<file path="src/rtl/ras_controller.sv">
// ras_controller
//   Sequencing controller for the return-address-stack (RAS) storage array.
//   Classifies resolved jal/jalr requests by their x1/x5 link hints, drives
//   the array read/write strobes, keeps the top-of-stack pointer and
//   occupancy count, returns predicted return addresses, and holds
//   per-branch {tos, count} checkpoints for misprediction recovery.
//
// Ports
//   clk_in, rst_n_in             clock, synchronous active-low reset
//   req_valid_in / req_ready_out jump request handshake
//   jal_in, rd_in, rs1_in        instruction class and register hints
//   link_addr_in                 pc+4 to push
//   ckpt_save_in, ckpt_tag_in    snapshot {tos, count} into a slot
//   recover_in, recover_tag_in   restore {tos, count} from a slot
//   ras_wr_*_out                 array write port
//   ras_rd_en_out/addr_out       array read request (data one cycle later)
//   ras_rd_data_in               array read data
//   pred_valid/hit/addr_out      pop result pulse
//   count_out                    current occupancy
//
// state  | meaning
// -------+-----------------------------------------------------------
// IDLE   | ready for a request
// ISSUE  | drive array strobes, update tos/count
// WAIT   | array read in flight, capture read data
// RESP   | present prediction (hit or underflow miss)
module ras_controller #(
    parameter int DEPTH = 16,
    parameter int PTR_W = 4,
    parameter int XLEN  = 64,
    parameter int NCKPT = 4,
    parameter int TAG_W = 2
) (
    input  logic               clk_in,
    input  logic               rst_n_in,
    input  logic               req_valid_in,
    output logic               req_ready_out,
    input  logic               jal_in,
    input  logic [4:0]         rd_in,
    input  logic [4:0]         rs1_in,
    input  logic [XLEN-1:0]    link_addr_in,
    input  logic               ckpt_save_in,
    input  logic [TAG_W-1:0]   ckpt_tag_in,
    input  logic               recover_in,
    input  logic [TAG_W-1:0]   recover_tag_in,
    output logic               ras_wr_en_out,
    output logic [PTR_W-1:0]   ras_wr_addr_out,
    output logic [XLEN-1:0]    ras_wr_data_out,
    output logic               ras_rd_en_out,
    output logic [PTR_W-1:0]   ras_rd_addr_out,
    input  logic [XLEN-1:0]    ras_rd_data_in,
    output logic               pred_valid_out,
    output logic               pred_hit_out,
    output logic [XLEN-1:0]    pred_addr_out,
    output logic [PTR_W:0]     count_out
);

    localparam int CNT_W = PTR_W + 1;
    localparam logic [PTR_W-1:0] TOS_RST  = PTR_W'(DEPTH - 1);
    localparam logic [CNT_W-1:0] CNT_FULL = CNT_W'(DEPTH);

    typedef enum logic [1:0] {S_IDLE, S_ISSUE, S_WAIT, S_RESP} state_t;
    typedef enum logic [1:0] {OP_NONE, OP_PUSH, OP_POP, OP_POPPUSH} op_t;

    state_t            state_q, state_d;
    op_t               op_q, op_d, req_op;
    logic [XLEN-1:0]   link_q, link_d;
    logic [XLEN-1:0]   data_q, data_d;
    logic              hit_q, hit_d;
    logic [PTR_W-1:0]  tos_q, tos_d;
    logic [CNT_W-1:0]  count_q, count_d;
    logic [PTR_W-1:0]  ckpt_tos_q [NCKPT];
    logic [CNT_W-1:0]  ckpt_cnt_q [NCKPT];

    logic              rd_link, rs1_link, accept;
    logic              wr_en, rd_en, pv, ph;
    logic [PTR_W-1:0]  wr_addr, rd_addr;
    logic [XLEN-1:0]   wr_data, pa;

    assign rd_link  = (rd_in == 5'd1) || (rd_in == 5'd5);
    assign rs1_link = (rs1_in == 5'd1) || (rs1_in == 5'd5);

    always_comb begin
        req_op = OP_NONE;
        if (jal_in) begin
            if (rd_link) req_op = OP_PUSH;
        end else if (!rd_link && rs1_link) begin
            req_op = OP_POP;
        end else if (rd_link && !rs1_link) begin
            req_op = OP_PUSH;
        end else if (rd_link && rs1_link) begin
            req_op = (rd_in != rs1_in) ? OP_POPPUSH : OP_PUSH;
        end
    end

    assign req_ready_out = rst_n_in && (state_q == S_IDLE) && !recover_in;
    assign accept        = req_valid_in && req_ready_out;

    always_comb begin
        state_d = state_q;
        op_d    = op_q;
        link_d  = link_q;
        data_d  = data_q;
        hit_d   = hit_q;
        tos_d   = tos_q;
        count_d = count_q;
        wr_en   = 1'b0;
        wr_addr = '0;
        wr_data = '0;
        rd_en   = 1'b0;
        rd_addr = '0;
        pv      = 1'b0;
        ph      = 1'b0;
        pa      = '0;

        unique case (state_q)
            S_IDLE: begin
                if (accept) begin
                    link_d = link_addr_in;
                    unique case (req_op)
                        OP_PUSH: begin
                            op_d    = OP_PUSH;
                            state_d = S_ISSUE;
                        end
                        OP_POP: begin
                            if (count_q != '0) begin
                                op_d    = OP_POP;
                                state_d = S_ISSUE;
                            end else begin
                                // Underflow: report a miss straight away.
                                op_d    = OP_NONE;
                                hit_d   = 1'b0;
                                data_d  = '0;
                                state_d = S_RESP;
                            end
                        end
                        OP_POPPUSH: begin
                            // Nothing to pop on an empty stack: plain push.
                            op_d    = (count_q != '0) ? OP_POPPUSH : OP_PUSH;
                            state_d = S_ISSUE;
                        end
                        default: ;
                    endcase
                end
            end
            S_ISSUE: begin
                unique case (op_q)
                    OP_PUSH: begin
                        wr_en   = 1'b1;
                        wr_addr = tos_q + PTR_W'(1);
                        wr_data = link_q;
                        tos_d   = tos_q + PTR_W'(1);
                        count_d = (count_q == CNT_FULL) ? count_q : count_q + CNT_W'(1);
                        state_d = S_IDLE;
                    end
                    OP_POP: begin
                        rd_en   = 1'b1;
                        rd_addr = tos_q;
                        tos_d   = tos_q - PTR_W'(1);
                        count_d = count_q - CNT_W'(1);
                        state_d = S_WAIT;
                    end
                    OP_POPPUSH: begin
                        // Read-before-write array: the read returns the old entry.
                        rd_en   = 1'b1;
                        rd_addr = tos_q;
                        wr_en   = 1'b1;
                        wr_addr = tos_q;
                        wr_data = link_q;
                        state_d = S_WAIT;
                    end
                    default: state_d = S_IDLE;
                endcase
            end
            S_WAIT: begin
                data_d  = ras_rd_data_in;
                hit_d   = 1'b1;
                state_d = S_RESP;
            end
            S_RESP: begin
                pv      = 1'b1;
                ph      = hit_q;
                pa      = data_q;
                state_d = S_IDLE;
            end
            default: state_d = S_IDLE;
        endcase

        // Recovery overrides everything and kills whatever was in flight.
        if (recover_in) begin
            state_d = S_IDLE;
            op_d    = OP_NONE;
            tos_d   = ckpt_tos_q[recover_tag_in];
            count_d = ckpt_cnt_q[recover_tag_in];
            wr_en   = 1'b0;
            wr_addr = '0;
            wr_data = '0;
            rd_en   = 1'b0;
            rd_addr = '0;
            pv      = 1'b0;
            ph      = 1'b0;
            pa      = '0;
        end
    end

    always_ff @(posedge clk_in) begin
        if (!rst_n_in) begin
            state_q <= S_IDLE;
            op_q    <= OP_NONE;
            link_q  <= '0;
            data_q  <= '0;
            hit_q   <= 1'b0;
            tos_q   <= TOS_RST;
            count_q <= '0;
            for (int i = 0; i < NCKPT; i++) begin
                ckpt_tos_q[i] <= TOS_RST;
                ckpt_cnt_q[i] <= '0;
            end
        end else begin
            state_q <= state_d;
            op_q    <= op_d;
            link_q  <= link_d;
            data_q  <= data_d;
            hit_q   <= hit_d;
            tos_q   <= tos_d;
            count_q <= count_d;
            // Snapshot the pre-update values; a restore of the same slot wins.
            if (ckpt_save_in && !(recover_in && (ckpt_tag_in == recover_tag_in))) begin
                ckpt_tos_q[ckpt_tag_in] <= tos_q;
                ckpt_cnt_q[ckpt_tag_in] <= count_q;
            end
        end
    end

    // Outputs are forced low while reset is held.
    assign ras_wr_en_out   = rst_n_in && wr_en;
    assign ras_wr_addr_out = rst_n_in ? wr_addr : '0;
    assign ras_wr_data_out = rst_n_in ? wr_data : '0;
    assign ras_rd_en_out   = rst_n_in && rd_en;
    assign ras_rd_addr_out = rst_n_in ? rd_addr : '0;
    assign pred_valid_out  = rst_n_in && pv;
    assign pred_hit_out    = rst_n_in && ph;
    assign pred_addr_out   = rst_n_in ? pa : '0;
    assign count_out       = rst_n_in ? count_q : '0;

endmodule
</file>
<file path="config.mk">
export PLATFORM = sky130hd
export DESIGN_NAME = ras_controller
export DESIGN_NICKNAME = d
export VERILOG_FILES = /design/src/rtl/ras_controller.sv
export SDC_FILE = /design/constraint.sdc
export NUM_CORES = 1
export LEC_CHECK = 0
export CAP_MARGIN = 20
export CORE_ASPECT_RATIO = 1.25
export CORE_MARGIN = 2
export CORE_UTILIZATION = 28
export DETAILED_ROUTE_END_ITERATION = 7
export PLACE_DENSITY_LB_ADDON = 0.12
export SLEW_MARGIN = 25
export SYNTH_ARGS = -nofsm -noshare
export SYNTH_HDL_FRONTEND = slang
export SYNTH_SLANG_ARGS = --single-unit
</file>
<file path="constraint.sdc">
create_clock -name clk_in -period 4.8 [get_ports clk_in]
set_clock_uncertainty 0.1 [all_clocks]
set_input_delay 0.72 -clock clk_in [delete_from_list [all_inputs] [get_ports clk_in]]
set_output_delay 0.72 -clock clk_in [all_outputs]
set_load 0.02 [all_outputs]
</file>
# Yosys cells after proc, flatten, opt, wreduce, memory -nomap -nowiden
# Memories as Yosys holds them, arrays and structs flattened.
# Cells that the tools add are included.
[totals]
ramBits = 36
n_memories = 2
out_inout_bits = 146
inputBits = 148
register_bits = 142
wordCells = 136
[mem_list]
columns = ["name", "depth", "word_bits", "rd", "rd_clocked_by_memory_dff", "wr", "line", "source"]
rows = [
  ["ckpt_cnt_q", 4, 5, 1, 0, 4, "73", "logic [CNT_W-1:0] ckpt_cnt_q [NCKPT];"],
  ["ckpt_tos_q", 4, 4, 1, 0, 4, "72", "logic [PTR_W-1:0] ckpt_tos_q [NCKPT];"],
]
[classes]
muxes = 65
bitwise = 1
n_eq_ne = 21
reduce_logical = 36
n_addsub = 4
[ops]
columns = ["op", "count"]
rows = [
  ["64-bit two-way mux", 10],
  ["64-bit one-hot mux with 2 select lines", 1],
  ["4-bit two-way mux", 10],
  ["5-bit two-way mux", 5],
  ["2-bit two-way mux", 12],
  ["1-bit two-way mux", 20],
  ["4-bit one-hot mux with 2 select lines", 2],
  ["2-bit equality test, second input constant", 6],
  ["1-bit logical AND", 12],
  ["5-bit by 1-bit equality test with 1-bit output, second input constant", 2],
  ["5-bit by 3-bit equality test with 1-bit output, second input constant", 2],
  ["5-bit one-hot mux with 2 select lines", 1],
  ["2-bit one-hot mux with 4 select lines", 1],
  ["2-bit OR reduction", 4],
  ["2-bit by 1-bit equality test with 1-bit output, second input constant", 3],
  ["2-bit one-hot mux with 3 select lines", 1],
  ["2-bit AND reduction", 3],
  ["3-bit AND reduction", 2],
  ["3-bit nonzero test", 2],
  ["5-bit by 1-bit adder with 5-bit output, second input constant", 1],
  ["5-bit equality test, second input constant", 1],
  ["5-bit inequality test", 1],
  ["5-bit nonzero test", 1],
  ["5-bit OR reduction", 1],
  ["17 further kinds", 23],
]

# Longest topological paths before layout
[logic_depth]
word_depth = 12
mapped_depth = 10
mapped_depth_nobuf = 8

# Least setup slack after synthesis
# No wires, ideal clock.
[synth_timing]
kind = "in2out"
start = "in recover_in"
end = "out ras_wr_data_out[10]"
required_ns = 3.980
arrival_ns = 2.064
path_stages = 8
setup_slack_ns = 1.916
path_buffers = 3
path_cell_list = "nand2b_1 > clkbuf_1 > nor2_1 > nand3_1 > inv_1 > clkbuf_1 > clkbuf_1 > and2_1"
[synth_between]
elab_chain_cells = 2
[synth_rtl]
columns = ["item", "line", "source"]
rows = [
  ["start: declaration", "44", "input logic recover_in,"],
  ["64-bit two-way mux", "190", "if (recover_in) begin"],
  ["64-bit two-way mux", "238", "assign ras_wr_data_out = rst_n_in ? wr_data : '0;"],
  ["end: declaration", "48", "output logic [XLEN-1:0] ras_wr_data_out,"],
]
# No other way between the ends.

# Worst setup path after layout
[layout_timing]
start = "in recover_in"
end = "out ras_wr_data_out[55]"
# Same word-level chain as after synthesis.

==> impl_metrics.toml <==
[outcome]
status = "completed"

[routing]
ant_nets = 0
drc = 0
vias = 6546
wl_um = 23820
viasPerCell = 4.549
dr.pass1.iters = 4
drt-initial-drc-count = 396
post_drt_wl_per_cell_um = 16.55

[min_path]
hp-class = "flip-flop to flip-flop"
whs_path_depth = 2
min-delay-start = "link_q[3]$_SDFFE_PN0P_"
whs_endpoint = "link_q[3]$_SDFFE_PN0P_"

[final_layout]
regArea_mm2 = 0.003924
syn_to_final_growth_pct = 49.35
design_area_mm2 = 0.01155
drive_above_1_share = 0.05607
final_nets = 1230
multi_input_comb_area_mm2 = 0.003463
nFillCells = 2699

[worst_setup_path]
r2r_cells = 7
path_common_cell = "clkdlybuf4s50_1"
crit-reg2reg-capture = "count_q[4]$_SDFFE_PN0P_"
worstSetupStartpointType = "input port"
critical_path_required_ps = 3980
rrSetupSlack_ps = 2400
crit_chain = "clkdlybuf4s50_1 > nand2b_1 > nor2_1 > nand3_1 > inv_1 > buf_4 > and2_1 > clkdlybuf4s50_1"
cp.arrival_ps = 3180
cp_top_family = "buffers and inverters"
reg2reg_from = "op_q[1]$_SDFFE_PP0P_"
critPathBufInv = 4
end_kind = "output port"
critPathSlowestCell = "clkdlybuf4s50_1"
path_max_fanout = 66
path_class = "input port to output port"
cpPeakStageDelay_ps = 620

[cts]
hold_buffers = 0
clock_sinks = 178
htree_levels = 4
numCtsBuffers = 17
worstSkewPairLatency_ps = 430
cts_resized = 0
cts_tree = "done"
clockBufferDepth = 2
cts-root-buf = "clkbuf_16"
cts_setup_buffers = 0
clk_pin_slew_ps = 70

[power]
power.density_mw_per_mm2 = 292.8
internal_power_mw = 2.648
power_switching_mw = 0.7331
clkPwrFrac = 0.452
design_power_total_mw = 3.381
swShare = 0.2168
p_leak_nw = 4.147
peakVddDrop_mv = 0.2181
seq_power_share = 0.466
p_comb_frac = 0.081

[die]
die_area_mm2 = 0.02897
die_w_um = 152.6
rows = 68
floorplan.io_pins = 294
die_h_um = 189.8
start_util = 0.2822
core_mm2 = 0.02740

[run]
drv_cap = 0

[timing]
period_share = 0.8333
fin_hold_ws_ps = 349.0
finalSetupTns_ps = 0
worstMarginPinSlew_ps = 975.4
max_freq_ghz = 0.2500
finalCriticalPeriod_ps = 4000
hold_viol = 0
fin_ws_ps = 800.1
slew_headroom = 0.3467
setup_viol = 0
slew_violations = 0
rsz0062_at_grt = "false"

[logic_synthesis]
synth.top_cells.by_area = "dfxtp_1, edfxtp_1, and2_1"
synth_fa_ha_area_frac = 0.01068
synth_xor_xnor_area_share = 0.01472
syn_avg_cell_area_um2 = 9.488
synthArstFlopShare = 0
netlist.area_leader.share = 0.3676
yosysSeqAreaShare = 0.5074
synth_top_flop_cell = "dfxtp_1"
syn_nets = 969
synthDistinctLibCells = 48
synth_area_leader_cell = "dfxtp_1"
ys_ff_latch = 178
ys_warn_count = 0
synth-compound-area-share = 0.1435
synth.cell_area_mm2 = 0.007732
synth-simple-area-share = 0.2461
synthTopCellsByCount = "nand2_1, and2_1, dfxtp_1, a21oi_1, a22o_1"
synthMuxAreaShare = 0.03010
synth_edf_count = 36
syn-instance-count = 815
synthMostInstantiatedCell = "nand2_1"
synth_top_family_by_area = "simple AND/OR/NAND/NOR gates"

[global_routing]
grt_overflow = 0
grt_pass1_vias = 6451
grt_pass1_wl_um = 36820
grt_max_degree = 69
grt.total_usage = 0.1620
antenna_found_initial = 0

[placement]
gp_congestion = 0.7404
io_buffer_count = 293
dp_slack_ps = 791.2
hpwl_um = 16210
place_area_mm2 = 0.01089
## layer usage
layer  up-vias  share of wire  global-route usage
met5         -              0                   0
met4         0          0.012             0.04238
met3        19          0.072             0.05239
met2       236           0.46              0.2584
met1      2996           0.46              0.2126
li1       3295              -                   -
## power groups by stage
stage	Combinational [mW]	Clock (mW)	Sequential (mW)
floorplan	0.122	0	1.60
CTS	0.279	1.58	1.58
global placement	0.276	0	1.61
finish	0.274	1.53	1.58
global route	0.299	1.64	1.58
detailed placement	0.277	0	1.61
## cell type report
type                            count  share of cell area
Inverter                           11            0.003575
Antenna cell                        1           0.0002167
Tap cell                          350             0.03792
Clock buffer                       25             0.04659
Multi-Input combinational cell    564              0.2999
Clock inverter                      6            0.009859
Sequential cell                   178              0.3398
Timing Repair Buffer              304              0.2622
## cell families (layout without fill, tap and decap cells)
| kind of cell | count (synthesis) | in the layout |
|---|---|---|
| buffers and inverters | 73 | 346 |
| adders and majority gates | 6 | 6 |
| DFF | 178 | 178 |
| other | 0 | 1 |
| and+or+nand+nor | 368 | 368 |
| AOI/OAI and AO/OA | 165 | 165 |
| xor gates and xnor gates | 13 | 13 |
| muxes | 12 | 12 |
## flip-flops by register name, summed over array words and instances (netlist names)
register    count
tos_q           4
state_q         2
hit_q           1
link_q         64
ckpt_tos_q     16
data_q         64
ckpt_cnt_q     20
op_q            2
count_q         5
## worst min-delay path, stage by stage, from the launching register on
cell and delay, ps:
dfxtp_1 310, nand2_1 50, a21oi_1 50
## how the worst max path moves through the flow
stage               startpoint                  end  slack (ps)  depth (start not counted)
global placement    recover_in     pred_addr_out[7]         820                          7
global route        recover_in  ras_wr_data_out[18]         630                          8
detailed placement  recover_in   ras_wr_data_out[3]         790                          8
finish              recover_in  ras_wr_data_out[55]         800                          8
floorplan           recover_in  ras_wr_data_out[10]        1920                          8
CTS                 recover_in   ras_wr_data_out[3]         790                          8
## through the flow
| stage | std cells | utilization |
|---|---|---|
| floorplan | 815 | - |
| global placement | 1407 | 0.3977 |
| detailed placement | 1407 | 0.3977 |
| CTS | 1438 | 0.4214 |
| global route | 1438 | 0.4214 |
| finish | 1439 | 0.4215 |
## cell usage in the layout (no fill, tap or decap), types with 4 or more instances in the layout
cell	Yosys	final
nand2b_1	15	15
mux4_2	9	9
o21ai_0	10	10
and2_1	146	146
edfxtp_1	36	36
buf_4	0	10
nand2_1	149	149
nor4_1	6	6
dfxtp_1	142	142
nand3_1	5	5
clkbuf_8	0	4
nor2_1	24	22
inv_1	10	10
clkbuf_16	0	19
nor3_1	7	6
a21oi_1	76	76
clkdlybuf4s50_1	0	293
ha_1	5	5
xnor2_1	10	10
a22o_1	64	64
(Power assumes the default switching activity.)
